**src/rtl/convolve_pipelined.sv**
```systemverilog
// Two-stage pipelined 1-D convolution of a captured filter and signal.
// Stage 1 forms every tap product for one output index per cycle; stage 2
// sums them and writes the wrapped 16-bit result into that index's slot.
// `load` is both the synchronous reset and the input capture strobe.
module convolve_pipelined #(
  parameter int unsigned LEN             = 2,
  parameter int unsigned SIGNAL_LENGTH_1 = 4
) (
  input  logic                                      clk,
  input  logic                                      load,
  input  logic signed [(LEN+1)*16:0]                flaten_filter_coeff,
  input  logic signed [(SIGNAL_LENGTH_1+1)*16:0]    flaten_signal,
  output logic signed [(LEN+SIGNAL_LENGTH_1+1)*16:0] flatten_conv_result,
  output logic                                      is_completed
);

  localparam int unsigned Taps    = LEN + 1;
  localparam int unsigned Samples = SIGNAL_LENGTH_1 + 1;
  localparam int unsigned N       = LEN + SIGNAL_LENGTH_1 + 1;
  localparam int unsigned IdxW    = $clog2(N + 1);
  // Enough headroom that summing all products never loses precision.
  localparam int unsigned SumW    = 32 + $clog2(Taps) + 1;

  localparam logic [IdxW-1:0] NumOut = IdxW'(N);

  // Captured operands
  logic signed [15:0] coeff_q [Taps];
  logic signed [15:0] coeff_d [Taps];
  logic signed [15:0] sig_q   [Samples];
  logic signed [15:0] sig_d   [Samples];

  // Stage 1: issue counter and registered products
  logic [IdxW-1:0]    issue_q, issue_d;
  logic               s1_valid_q, s1_valid_d;
  logic [IdxW-1:0]    s1_idx_q, s1_idx_d;
  logic signed [31:0] prod_q [Taps];
  logic signed [31:0] prod_d [Taps];

  // Stage 2: result slots and completion
  logic [N-1:0][15:0] result_q, result_d;
  logic               done_q, done_d;

  // The top bit of each flattened input carries no data.
  logic unused_top;
  assign unused_top = flaten_filter_coeff[Taps*16] ^ flaten_signal[Samples*16];

  // Next-state for capture, both pipeline stages and completion.
  always_comb begin
    logic signed [15:0]     x_sel;
    logic signed [SumW-1:0] sum;

    coeff_d    = coeff_q;
    sig_d      = sig_q;
    issue_d    = issue_q;
    s1_valid_d = s1_valid_q;
    s1_idx_d   = s1_idx_q;
    prod_d     = prod_q;
    result_d   = result_q;
    done_d     = done_q;
    x_sel      = '0;
    sum        = '0;

    if (load) begin
      for (int k = 0; k < Taps; k++) begin
        coeff_d[k] = flaten_filter_coeff[k*16 +: 16];
      end
      for (int j = 0; j < Samples; j++) begin
        sig_d[j] = flaten_signal[j*16 +: 16];
      end
      issue_d    = '0;
      s1_valid_d = 1'b0;
      s1_idx_d   = '0;
      result_d   = '0;
      done_d     = 1'b0;
    end else begin
      // Stage 1: products for output index issue_q; out-of-range samples are zero.
      if (issue_q < NumOut) begin
        for (int k = 0; k < Taps; k++) begin
          x_sel = '0;
          for (int j = 0; j < Samples; j++) begin
            if (int'(issue_q) == j + k) begin
              x_sel = sig_q[j];
            end
          end
          prod_d[k] = coeff_q[k] * x_sel;
        end
        s1_valid_d = 1'b1;
        s1_idx_d   = issue_q;
        issue_d    = issue_q + IdxW'(1);
      end else begin
        s1_valid_d = 1'b0;
      end

      // Stage 2: full-precision sum, low 16 bits kept.
      if (s1_valid_q) begin
        for (int k = 0; k < Taps; k++) begin
          sum = sum + SumW'(prod_q[k]);
        end
        for (int n = 0; n < N; n++) begin
          if (s1_idx_q == IdxW'(n)) begin
            result_d[n] = sum[15:0];
          end
        end
      end

      // Every index issued and the last one written back: pipeline is drained.
      if (issue_q == NumOut && !s1_valid_q) begin
        done_d = 1'b1;
      end
    end
  end

  // State registers; load acts as the synchronous reset.
  always_ff @(posedge clk) begin
    coeff_q    <= coeff_d;
    sig_q      <= sig_d;
    issue_q    <= issue_d;
    s1_valid_q <= s1_valid_d;
    s1_idx_q   <= s1_idx_d;
    prod_q     <= prod_d;
    result_q   <= result_d;
    done_q     <= done_d;
  end

  assign flatten_conv_result = {1'b0, result_q};
  assign is_completed        = done_q;

endmodule

```
**config.mk**
```make
export PLATFORM = sky130hd
export DESIGN_NAME = convolve_pipelined
export DESIGN_NICKNAME = d
export VERILOG_FILES = /design/src/rtl/convolve_pipelined.sv
export SDC_FILE = /design/constraint.sdc
export NUM_CORES = 1
export LEC_CHECK = 0
export BUFFER_PORTS_ARGS = -buffer_cell sky130_fd_sc_hd__buf_2
export CAP_MARGIN = 20
export CORE_ASPECT_RATIO = 0.5
export CORE_MARGIN = 3
export CORE_UTILIZATION = 50
export DETAILED_ROUTE_END_ITERATION = 10
export PLACE_DENSITY = 0.69
export SYNTH_ARGS = -nofsm -noshare
export SYNTH_HDL_FRONTEND = slang
export SYNTH_SLANG_ARGS = --single-unit
```
**constraint.sdc**
```tcl
create_clock -name clk -period 8.9 [get_ports clk]
set_input_delay 1.335 -clock clk [delete_from_list [all_inputs] [get_ports clk]]
set_output_delay 1.335 -clock clk [all_outputs]
set_load 0.005 [all_outputs]
```
After elaboration in Yosys (flattened, before gate mapping)
Cells that the tools add are included.
{ "word_totals": {"reg_bits": 296, "input_bits": 132, "output_inout_bits": 114, "wordCells": 77} }
{ "classes": {"add_sub_neg": 3, "multipliers": 3, "magnitude_cmp": 1, "eq_ne": 13, "muxes": 22, "n_bitwise": 1, "n_reduce_logical": 12} }
{ "op_table": {"columns": ["operator", "n"], "rows": [
  ["two-way mux 16 bit", 21],
  ["multiplier 16 x 16 -> 16 bit", 3],
  ["adder 16 bit", 2],
  ["equality test 3 bit, second input constant", 8],
  ["AND reduction 2 bit", 8],
  ["equality test 3 x 2 -> 1 bit, second input constant", 4],
  ["logical NOT 3 bit", 2],
  ["adder 3 x 1 -> 3 bit, second input constant", 1],
  ["equality test 3 x 1 -> 1 bit, second input constant", 1],
  ["< comparator 3 bit, second input constant", 1],
  ["logical AND 1 bit", 1],
  ["logical NOT 1 bit", 1],
  ["two-way mux 1 bit", 1],
  ["NOT 1 bit", 1]
]} }

Logic depth before layout (Yosys ltp)
{ "depth": {"word_depth": 9, "depth_mapped": 33, "ltp_nobuf": 28} }

Worst setup path before layout
OpenSTA, ideal clock, no wires.
{ "synth_timing": {"path_type": "reg-to-reg", "startpoint": "register issue_q[2]", "endpoint": "register prod_q[79] in the netlist's numbering, data pin", "setup_time_ns": 0.258, "arrival_time_ns": 7.071, "required_time_ns": 8.642, "setup_slack_ns": 1.572, "path_stages_with_launch": 28, "path_buffers": 4, "period_less_slack_ns": 7.328, "cell_sequence": "dfxtp_1 > buf_6 > clkinv_1 > clkbuf_1 > ha_1 > inv_1 > clkbuf_1 > o22ai_1 > a311o_1 > o21ai_0 > clkbuf_1 > nand2_1 > fa_1 > fa_1 > inv_1 > fa_1 > fa_1 > inv_1 > fa_1 > fa_1 > xnor2_1 > xnor2_1 > xnor2_1 > xnor2_1 > xnor3_1 > xnor2_1 > xnor3_1 > xnor2_1"} }
{ "synth_via": {"elab_chain_len": 9} }
{ "synth_rtl": {"columns": ["element", "line", "text"], "rows": [
  ["start: declaration", "33", "logic [IdxW-1:0] issue_q, issue_d;"],
  ["start signal: assignment", "117", "issue_q <= issue_d;"],
  ["logical NOT 3 bit", "81", "if (int'(issue_q) == j + k) begin"],
  ["two-way mux 16 bit (4 in a row)", "81", null],
  ["two-way mux 16 bit (*)", "81", null],
  ["two-way mux 16 bit (*)", "77", "if (issue_q < NumOut) begin"],
  ["two-way mux 16 bit (*)", "63", "if (load) begin"],
  ["multiplier 16 x 16 -> 16 bit (*)", "85", "prod_d[k] = coeff_q[k] * x_sel;"],
  ["end signal: assignment", "120", "prod_q <= prod_d;"],
  ["end: declaration", "36", "logic signed [31:0] prod_q [Taps];"]
]} }
Mark *: on every way between the ends. The rest lies on a longest branch, timed or not. The select of a mux whose other input is x is not followed.
A chain may end at the register's enable or synchronous reset.

Worst setup path after layout
{ "layout_timing": {"startpoint": "register issue_q[1]", "endpoint": "register prod_q[47] in the netlist's numbering, data pin"} }
{ "layout_via": {"elab_chain_len": 9} }
{ "layout_rtl": {"columns": ["element", "line"], "rows": [
  ["equality test 3 x 2 -> 1 bit", "81"],
  ["two-way mux 16 bit (4 in a row)", "81"],
  ["two-way mux 16 bit (*)", "81"],
  ["two-way mux 16 bit (*)", "77"],
  ["two-way mux 16 bit (*)", "63"],
  ["multiplier 16 x 16 -> 16 bit (*)", "85"]
]} }
Marks and branches as above.

==> summary.txt <==
Final Max Slew Viols: 0
initial antenna violation count: 2
PwrDens: 421.2 nW/µm²
# Post-CTS Setup Buffers: 0
final setup violation count: 0
Arr. time, crit path: 8.47 ns
Period Utilization, post-route: 0.9150
cell taking the most area after synthesis: edfxtp_1
antenna-violating nets left: 0
reg2reg end: prod_q[47]$_DFFE_PP_
post-synthesis cell type count: 82
critical path depth: 23
largest net degree at the start of global routing: 116
Crit-path slowest cell: ha_2
fin crit period: 8.144 ns
Top FF cell, synth: edfxtp_1
CTS resizes: 0
worst skew pair latency: 0.59 ns
site row count: 57
Worst Hold End: flatten_conv_result[81]$_SDFFE_PP0P_
Worst Tran Pin Value: 1.214 ns
cell depth of the worst flop-to-flop path: 23
TritonCTS buffer count: 29
Clock Sinks: 296
Root Buffer: clkbuf_16
CP Buf/Inv Count: 4
Initial Utilization: 0.5168
Post-Syn Area per Cell: 9.576 µm²
R2R setup slack: 0.76 ns
fill count: 4317
hold_sp: flatten_conv_result[81]$_SDFFE_PP0P_
multi-input logic area: 15680 µm²
total number of vias: 19335
Finished Cell Area: 28420 µm²
First-pass DRT Iterations: 6
hold_buf cts: 0
CP max FO: 37
Seq pwr share: 0.180
Synthesis Warnings: 0
Peak VDD IR: 420.0 µV
async set or reset register ratio after synthesis: 0
CP startpoint kind: flop
layout cells sized above 1: 0.1290
slowest stage delay, CP: 0.70 ns
Total GRT Usage: 0.2487
Max Root-Sink Buffers: 3
drt wl/cell: 18.84 µm
initial drt markers: 1743
Largest delay share family, worst path: adder cells
Die Width: 326.1 µm
setup TNS: 0 ns
post-DP HPWL: 50.52 mm
Worst slew margin: 0.1909
vias in the first global route: 19361
leakage power: 12.71 nW
Sequential Area: 7689 µm²
Via density: 5.427
first-pass GRT wire length: 106.9 mm
Switch Pwr: 5.697 mW
H-Tree Depth: 1
top cell type's share of synthesized area: 0.2063
CTS tree: done
Synth area leaders: edfxtp_1 (21%), fa_1 (20%), ha_1 (9.9%), dfxtp_1 (9.4%), inv_1 (6.4%)
# port buffers: 242
setup skew after layout: 0.01528 ns
routability congestion estimate from global placement: 0.9410
total congestion overflow: 0
min-delay worst type: flop to flop
Post-DP Area: 27410 µm²
RSZ-0062 raised after global routing: no
Synth Instances: 2675
final hold vios: 0
crit path cell chain: inv_1, ha_2, buf_4, o21a_2, o221ai_1, a32oi_2, nand2_1, fa_1, inv_1, fa_1, inv_1, fa_1, fa_1, fa_1, fa_1, xnor2_1, xnor2_1, xnor2_1, xnor2_1, xnor2_1, xnor2_1, xnor3_1, xnor2_1
Reg clk slew, reported paths: 0.06 ns
core area: 49570 µm²
Post-Route WL: 67.12 mm
outcome: finished, final reports clean
reg-to-reg startpoint: issue_q[1]$_SDFFE_PP0N_
Cell Int Power: 6.273 mW
Critical Path Source: issue_q[1]$_SDFFE_PP0N_
WHS Path Cells: 2
# Max-Cap Violations: 0
Required @ worst endpoint: 9.22 ns
sw frac: 0.4760
register area share after synthesis: 0.3001
Clock power frac: 0.108
Area Growth Syn to Fin: 10.93%
Crit Path Category: flop to flop
end-of-flow core utilization: 0.5733
net count after synthesis: 3263
Yosys reg bits: 296
Cell Area, Synth: 25620 µm²
remaining routing DRC violations: 0
DIE AREA: 54150 µm²
logic gate share of total power: 0.711
Die H: 166.1 µm
crit end category: flop
number of synthesized flops with an enable pin: 176
Layout Nets: 3450
fmax: 0.1228 GHz
Top cell by count, worst path: xnor2_1
num ports: 246
[cell usage in the layout, fill, tap and decap left out, drive strengths merged, types with 6 or more instances in the layout]
cell type	n
a211oi	17
a21o	25
a21oi	135
a221o	11
a221oi	9
a22oi	13
a31oi	12
and2	139
buf	288
clkbuf	35
clkinv	8
dfxtp	120
edfxtp	176
fa	253
ha	203
inv	441
nand2	399
nand2b	19
nand3	23
nand3b	52
nand4	8
nor2	53
nor2b	87
nor3	10
o211ai	12
o21a	9
o21ai	62
o21bai	15
o221ai	6
o22ai	11
o31ai	23
o41ai	7
or2	6
xnor2	86
xnor3	8
xor2	28
[through the flow]
| step | worst slack [ns] | instances | hold slack [ns] | power [mW] |
|---|---|---|---|---|
| after floorplan | 1.572 | 2675 | 0.4527 | 8.381 |
| after global placement | 1.006 | 3507 | 0.4388 | 10.46 |
| after detailed placement | 0.8716 | 3508 | 0.4437 | 10.67 |
| after CTS | 0.8582 | 3561 | 0.4530 | 12.02 |
| after global routing | 0.5134 | 3562 | 0.4700 | 13.21 |
| final | 0.7563 | 3563 | 0.4511 | 11.97 |
[cells by family after synthesis]
kind of cell	synth area share
compound gates	0.1064
mux	0.001465
buf+inv	0.08914
xor+xnor	0.04660
flops	0.3001
simple gates	0.1593
other cells	0.0001464
fa+ha+maj	0.2969
[Yosys cell counts, drive strengths merged (53+ instances only)]
master	count
inv	436
nand2	399
fa	253
ha	203
edfxtp	176
and2	139
a21oi	135
dfxtp	120
nor2b	87
xnor2	86
clkbuf	81
o21ai	62
nor2	53
[power groups by stage]
| stage | registers, mW | logic [mW] | clock network, mW |
|---|---|---|---|
| 2_1_floorplan | 2.08 | 6.30 | 0 |
| 3_3_place_gp | 2.18 | 8.28 | 0 |
| 3_5_place_dp | 2.18 | 8.49 | 0 |
| 4_1_cts | 2.15 | 8.54 | 1.33 |
| 5_1_grt | 2.18 | 9.65 | 1.38 |
| 6_report | 2.16 | 8.52 | 1.30 |
[area by class of cell]
cell class                      count  area share
Timing Repair Buffer              288     0.05526
Sequential cell                   296      0.2706
Multi-Input combinational cell   1810      0.5517
Clock inverter                     18    0.007045
Tap cell                          678     0.02985
Antenna cell                        1  0.00008806
Clock buffer                       35     0.02778
Inverter                          437     0.05773
[worst min-delay path: stages (launching register included)]
cell	delay, ns
dfxtp_1	0.31
nand2_1	0.05
a21oi_1	0.05
[layer usage]
layer,part of all wire,up-vias,GRT usage
met5,0.00019,-,0
met4,0.023,2,0.05705
met3,0.089,114,0.04760
met2,0.45,774,0.3911
met1,0.44,9407,0.3571
li1,-,9038,-
[registers in the layout, summed over array words and instances, names as in the netlist]
name and flops:
coeff_q 48, is_completed 1, sig_q 80, flatten_conv_result 112, prod_q 48, issue_q 3, s1_idx_q 3, s1_valid_q 1
[worst max path at each step]
| stage | to |
|---|---|
| 2_1_floorplan | prod_q[79]$_DFFE_PP_ |
| 5_1_grt | prod_q[47]$_DFFE_PP_ |
| 3_3_place_gp | prod_q[79]$_DFFE_PP_ |
| 4_1_cts | prod_q[47]$_DFFE_PP_ |
| 6_report | prod_q[47]$_DFFE_PP_ |
| 3_5_place_dp | prod_q[47]$_DFFE_PP_ |
(Power assumes the default switching activity.)
